===== src/rtl/core_io_axil_bridge.sv =====
// Purpose : AXI4-Lite master that serves core IN/OUT byte requests against a UART-Lite style peripheral.
//           The bridge polls the status register before every data access.
// Latency : 6 cycles, counting the accept cycle, to RSP_VALID when the slave has zero wait states
//           and the status register is ready on the first poll.
// Backpr. : one request at a time. REQ_READY is high only in IDLE. AXI VALIDs stay high until their READY is seen.
//
// Ports   : CLK/RST_N        clock and asynchronous active-low reset
//           REQ_*            core request (valid/ready; WRITE=1 is OUT/TX, WRITE=0 is IN/RX)
//           RSP_*            one-cycle completion pulse with the received byte and an error flag
//           AR/R/AW/W/B      AXI4-Lite master channels
//
// Options : define IO_TIMEOUT_EN to bound status polling at POLL_LIMIT unsuccessful polls.
//           When the limit is hit, the request completes with RSP_ERR=1 and RSP_RDATA=0.
module core_io_axil_bridge #(
    parameter int                ADDR_W       = 4,
    parameter int                DATA_W       = 32,
    parameter logic [ADDR_W-1:0] RX_OFS       = 'h0,
    parameter logic [ADDR_W-1:0] TX_OFS       = 'h4,
    parameter logic [ADDR_W-1:0] STAT_OFS     = 'h8,
    parameter int                RX_VALID_BIT = 0,
    parameter int                TX_FULL_BIT  = 3,
    parameter int                POLL_LIMIT   = 1023
) (
    input  logic                CLK,
    input  logic                RST_N,
    input  logic                REQ_VALID,
    output logic                REQ_READY,
    input  logic                REQ_WRITE,
    input  logic [7:0]          REQ_WDATA,
    output logic                RSP_VALID,
    output logic [7:0]          RSP_RDATA,
    output logic                RSP_ERR,
    output logic [ADDR_W-1:0]   ARADDR,
    output logic                ARVALID,
    input  logic                ARREADY,
    input  logic [DATA_W-1:0]   RDATA,
    input  logic [1:0]          RRESP,
    input  logic                RVALID,
    output logic                RREADY,
    output logic [ADDR_W-1:0]   AWADDR,
    output logic                AWVALID,
    input  logic                AWREADY,
    output logic [DATA_W-1:0]   WDATA,
    output logic [DATA_W/8-1:0] WSTRB,
    output logic                WVALID,
    input  logic                WREADY,
    input  logic [1:0]          BRESP,
    input  logic                BVALID,
    output logic                BREADY
);

    localparam logic [2:0] IDLE    = 3'd0;
    localparam logic [2:0] STAT_AR = 3'd1;
    localparam logic [2:0] STAT_R  = 3'd2;
    localparam logic [2:0] DATA_AR = 3'd3;
    localparam logic [2:0] DATA_R  = 3'd4;
    localparam logic [2:0] WR_AW_W = 3'd5;
    localparam logic [2:0] WR_B    = 3'd6;
    localparam logic [2:0] RESP    = 3'd7;

    // Only the lowest byte lane carries data.
    localparam logic [DATA_W/8-1:0] STRB_LO = 1;

    logic [2:0] state;
    logic       wr_q;
    logic [7:0] byte_q;

    // A channel counts as complete once its VALID has dropped, or when it is being accepted this cycle.
    logic aw_ok;
    logic w_ok;

    assign WSTRB = STRB_LO;
    assign aw_ok = !AWVALID || AWREADY;
    assign w_ok  = !WVALID  || WREADY;

`ifdef IO_TIMEOUT_EN
    localparam int              PW        = $clog2(POLL_LIMIT + 1);
    localparam logic [PW-1:0]   POLL_LAST = PW'(POLL_LIMIT - 1);
    logic [PW-1:0] poll_cnt;
`endif

    always_ff @(posedge CLK or negedge RST_N) begin
        if (!RST_N) begin
            state     <= IDLE;
            REQ_READY <= 1'b1;
            RSP_VALID <= 1'b0;
            RSP_RDATA <= 8'h00;
            RSP_ERR   <= 1'b0;
            ARADDR    <= '0;
            ARVALID   <= 1'b0;
            RREADY    <= 1'b0;
            AWADDR    <= '0;
            AWVALID   <= 1'b0;
            WDATA     <= '0;
            WVALID    <= 1'b0;
            BREADY    <= 1'b0;
            wr_q      <= 1'b0;
            byte_q    <= 8'h00;
`ifdef IO_TIMEOUT_EN
            poll_cnt  <= '0;
`endif
        end else begin
            RSP_VALID <= 1'b0;
            case (state)
                IDLE: begin
                    if (REQ_VALID) begin
                        wr_q      <= REQ_WRITE;
                        byte_q    <= REQ_WDATA;
                        RSP_ERR   <= 1'b0;
`ifdef IO_TIMEOUT_EN
                        poll_cnt  <= '0;
`endif
                        REQ_READY <= 1'b0;
                        ARADDR    <= STAT_OFS;
                        ARVALID   <= 1'b1;
                        state     <= STAT_AR;
                    end
                end
                STAT_AR: begin
                    if (ARREADY) begin
                        ARVALID <= 1'b0;
                        RREADY  <= 1'b1;
                        state   <= STAT_R;
                    end
                end
                STAT_R: begin
                    if (RVALID) begin
                        RREADY <= 1'b0;
                        if (RRESP != 2'b00) begin
                            RSP_ERR   <= 1'b1;
                            RSP_VALID <= 1'b1;
                            state     <= RESP;
                        end else if (!wr_q && RDATA[RX_VALID_BIT]) begin
                            ARADDR  <= RX_OFS;
                            ARVALID <= 1'b1;
                            state   <= DATA_AR;
                        end else if (wr_q && !RDATA[TX_FULL_BIT]) begin
                            AWADDR  <= TX_OFS;
                            WDATA   <= DATA_W'(byte_q);
                            AWVALID <= 1'b1;
                            WVALID  <= 1'b1;
                            state   <= WR_AW_W;
                        end else begin
`ifdef IO_TIMEOUT_EN
                            poll_cnt <= poll_cnt + 1'b1;
                            // This unsuccessful poll is the POLL_LIMIT-th one, so give up without a data access.
                            if (poll_cnt == POLL_LAST) begin
                                RSP_ERR   <= 1'b1;
                                RSP_RDATA <= 8'h00;
                                RSP_VALID <= 1'b1;
                                state     <= RESP;
                            end else begin
                                ARADDR  <= STAT_OFS;
                                ARVALID <= 1'b1;
                                state   <= STAT_AR;
                            end
`else
                            ARADDR  <= STAT_OFS;
                            ARVALID <= 1'b1;
                            state   <= STAT_AR;
`endif
                        end
                    end
                end
                DATA_AR: begin
                    if (ARREADY) begin
                        ARVALID <= 1'b0;
                        RREADY  <= 1'b1;
                        state   <= DATA_R;
                    end
                end
                DATA_R: begin
                    if (RVALID) begin
                        RREADY    <= 1'b0;
                        RSP_RDATA <= RDATA[7:0];
                        if (RRESP != 2'b00) begin
                            RSP_ERR <= 1'b1;
                        end
                        RSP_VALID <= 1'b1;
                        state     <= RESP;
                    end
                end
                WR_AW_W: begin
                    // AW and W are retired independently. Each VALID drops only after its own handshake.
                    if (AWVALID && AWREADY) begin
                        AWVALID <= 1'b0;
                    end
                    if (WVALID && WREADY) begin
                        WVALID <= 1'b0;
                    end
                    if (aw_ok && w_ok) begin
                        BREADY <= 1'b1;
                        state  <= WR_B;
                    end
                end
                WR_B: begin
                    if (BVALID) begin
                        BREADY <= 1'b0;
                        if (BRESP != 2'b00) begin
                            RSP_ERR <= 1'b1;
                        end
                        RSP_VALID <= 1'b1;
                        state     <= RESP;
                    end
                end
                RESP: begin
                    REQ_READY <= 1'b1;
                    state     <= IDLE;
                end
                default: begin
                    REQ_READY <= 1'b1;
                    state     <= IDLE;
                end
            endcase
        end
    end

endmodule


===== config.mk =====
export PLATFORM = sky130hd
export DESIGN_NAME = core_io_axil_bridge
export DESIGN_NICKNAME = d
export VERILOG_FILES = /design/src/rtl/core_io_axil_bridge.sv
export SDC_FILE = /design/constraint.sdc
export NUM_CORES = 1
export LEC_CHECK = 0
export BUFFER_PORTS_ARGS = -buffer_cell sky130_fd_sc_hd__buf_4
export CAP_MARGIN = 5
export CORE_MARGIN = 3
export CORE_UTILIZATION = 47
export CTS_CLUSTER_DIAMETER = 150
export CTS_CLUSTER_SIZE = 12
export DETAILED_ROUTE_END_ITERATION = 7
export PLACE_DENSITY = 0.88
export SETUP_SLACK_MARGIN = 0.05
export SLEW_MARGIN = 30
export SYNTH_ARGS = -nofsm -noshare
export SYNTH_HDL_FRONTEND = slang
export SYNTH_SLANG_ARGS = --single-unit

===== constraint.sdc =====
create_clock -name CLK -period 2.3 [get_ports CLK]
set_input_delay 0.46 -clock CLK [delete_from_list [all_inputs] [get_ports CLK]]
set_output_delay 0.46 -clock CLK [all_outputs]
set_load 0.05 [all_outputs]

==> flow_summary.yaml <==
run_status:
  outcome: "completed"
setup_path:
  slowest_delay_ns: 0.66
  r2r_cells: 4
  worst-path-buf-inv: 0
  cp_data_arrival_time_ns: 2.03
  cp_num_cells: 4
  cp_max_fo: 15
  path_class: "reg2reg"
  startpoint: "state[1]$_DFFE_PN0P_"
  cpLargestDelayFamily: "simple AND/OR/NAND/NOR gates"
  path_cells: "nand2_1 > nor4_4 > nand2_2 > mux2_4"
  critPathCaptureType: "flip-flop"
  rr_startpoint: "state[1]$_DFFE_PN0P_"
  required_ns: 2.48
  ff2ff_setup_slack_ns: 0.46
  reg2reg_to: "WDATA[3]$_DFFE_PN0P_"
  start_kind: "flip-flop"
  endpoint: "WDATA[3]$_DFFE_PN0P_"
  cp_slowest_cell: "dfrtp_1"
clocking:
  cts_hold_buffers: 0
  cts.sinks: 38
  cts_tree: "done"
  ctsResizeCount: 0
  h-tree-depth: 2
  cts_buffer_depth: 2
  cts_buffers: 5
  post_cts_buffers: 0
  clkLatencyLatePin_ns: 0.29
  clk_pin_slew_worst_paths_ns: 0.08
  cts_root_buf: "clkbuf_8"
route:
  drt-wirelength-per-cell_um: 13.2
  ant_nets: 0
  totalWireLength_um: 3630
  vias: 1323
  avgViaCountPerCell: 4.79
  drcViolationCount: 0
  dr.pass1.iters: 4
  drt-initial-drc-count: 54
grt:
  gr-total-overflow: 0
  track_usage_pct: 15.0
  grt_pass1_wl_um: 6020
  grt_max_degree: 39
  grt_pass1_vias: 1318
  grt_antenna_before_repair: 0
timing:
  hold_viol_final: 0
  final-max-slew-violation-count: 0
  post-route-period-util_pct: 80.2
  setup_violations: 0
  rsz0062_at_grt: "false"
  min_period_ns: 1.84
  fmax_ghz: 0.542
  setup_tns_ns: 0
  skew_ns: 0.00679
yosys:
  synth-compound-area-share_pct: 10.6
  syn_area_um2: 2000
  yosys_warnings: 0
  synth_top_family_by_area: "buffers and inverters"
  synth-adder-area-share_pct: 0
  yosys.area.top_type_share_pct: 46.2
  synth_seq_cells: 38
  synthTopCellsByCount: "37 x dfrtp_1, 34 x buf_4, 18 x mux2_2, 10 x nand2_1, 8 x inv_1"
  ys.flop_type: "dfrtp_1"
  synth_cell_types: 41
  synth.area.top_cells: "dfrtp_1 46%, buf_4 13%, mux2_2 10%"
  synth_top_area_cell: "dfrtp_1"
  yosys.area_share.simple_pct: 7.31
  synth-xor-area-share_pct: 0.874
  synth-edff-count: 0
  async_reset_ff_share_pct: 100
  synthCells: 171
  synthMuxAreaShare_pct: 15.9
  yosysMostFrequentCell: "dfrtp_1"
  avgSynthCellArea_um2: 11.7
  synth_seq_area_share_pct: 47.5
placement:
  place_congestion: 0.785
  port_buffers: 54
  post-dp-hpwl_um: 2790
floorplanning:
  die_w_um: 71.3
  initial_core_util_pct: 49.4
  core-area_um2: 4060
  dieArea_um2: 5080
  rows: 23
  die_h_um: 71.3
  pin_count: 113
cells_and_area:
  n_fill_cell: 371
  layout-drive-gt1-share_pct: 42.5
  antenna_cells: 0
  finish.utilization_pct: 59.9
  syn2layout_area_growth_pct: 21.4
  nets: 278
power_and_ir_drop:
  powerDensity_nw_per_um2: 1590
  p_total_uw: 3870
  ir_worst_vdd_mv: 1.03
  leakagePower_uw: 0.00124
hold_path:
  hp-class: "in2async"
run:
  max_cap_violations: 0
## metrics by stage
stage / area (µm²) / setup slack, ns / hold WS (ns) / cells
3_3_place_gp: 2290 / 0.372 / 0.452 / 268
2_1_floorplan: 2120 / 0.618 / 0.164 / 203
5_1_grt: 2430 / 0.340 / 0.134 / 276
4_1_cts: 2430 / 0.472 / 0.129 / 276
6_report: 2430 / 0.456 / 0.116 / 276
3_5_place_dp: 2290 / 0.347 / 0.451 / 268
## registers in the layout (all words and copies together) (netlist names)
name,cells
BREADY,1
RSP_RDATA,8
ARADDR,1
RREADY,1
RSP_ERR,1
wr_q,1
WDATA,8
byte_q,8
state,3
RSP_VALID,1
AWVALID,1
ARVALID,1
WVALID,1
AWADDR,1
REQ_READY,1
## how the worst min path moves through the flow
stage | cells past startpoint | slack [ns] | from | endpoint
2_1_floorplan | 0 | 0.16 | RST_N | ARADDR[3]$_DFFE_PN0P_
3_3_place_gp | 1 | 0.45 | RST_N | AWADDR[2]$_DFFE_PN0P_
3_5_place_dp | 1 | 0.45 | RST_N | WDATA[5]$_DFFE_PN0P_
4_1_cts | 1 | 0.13 | RST_N | WDATA[6]$_DFFE_PN0P_
5_1_grt | 1 | 0.13 | RST_N | AWVALID$_DFFE_PN0P_
6_report | 1 | 0.12 | RST_N | WDATA[6]$_DFFE_PN0P_
## layout make-up
cell class	count	area, µm²	share of cell area (%)
sequential	38	952	39.1
multi-input combinational	115	822	33.8
timing repair buffer	57	428	17.6
clock buffer	5	68.8	2.83
clock inverter	3	68.8	2.83
tap	50	62.6	2.57
inverter	8	30.0	1.23
## cells in the final DEF (no fill, tap or decap), drive strengths merged, types with 2 or more instances in the layout
cell,Yosys,final
buf,40,57
dfrtp,37,37
conb,2,34
mux2,25,25
nand2,11,11
inv,8,8
o21ai,6,6
a21oi,5,5
clkbuf,2,5
o211ai,4,4
nor2,4,4
nor2b,2,2
a22oi,2,2
a31oi,2,2
bufinv,0,2
a221oi,2,2
## power by group
group | total (µW) | internal (µW) | switching [µW]
logic | 1990 | 709 | 1280
clock network | 678 | 435 | 244
registers | 1200 | 983 | 219
## cells by family (layout without fill, tap and decap cells)
logic type             count (synthesis)  after routing
other                                  2             34
flip-flops                            38             38
multiplexers                          26             26
buffers and inverters                 50             73
XOR/XNOR                               2              2
AO/OA/AOI/OAI                         29             29
AND/OR/NAND/NOR                       24             24
## metal layers
layer | GRT usage [%] | share of wire [%] | up-vias
met5 | 0 | 0 | -
met4 | 5.01 | 1.3 | 0
met3 | 6.59 | 9.3 | 6
met2 | 23.8 | 49 | 53
met1 | 18.4 | 40 | 638
li1 | - | - | 626
Note: power is estimated with default switching activity, not from simulation.
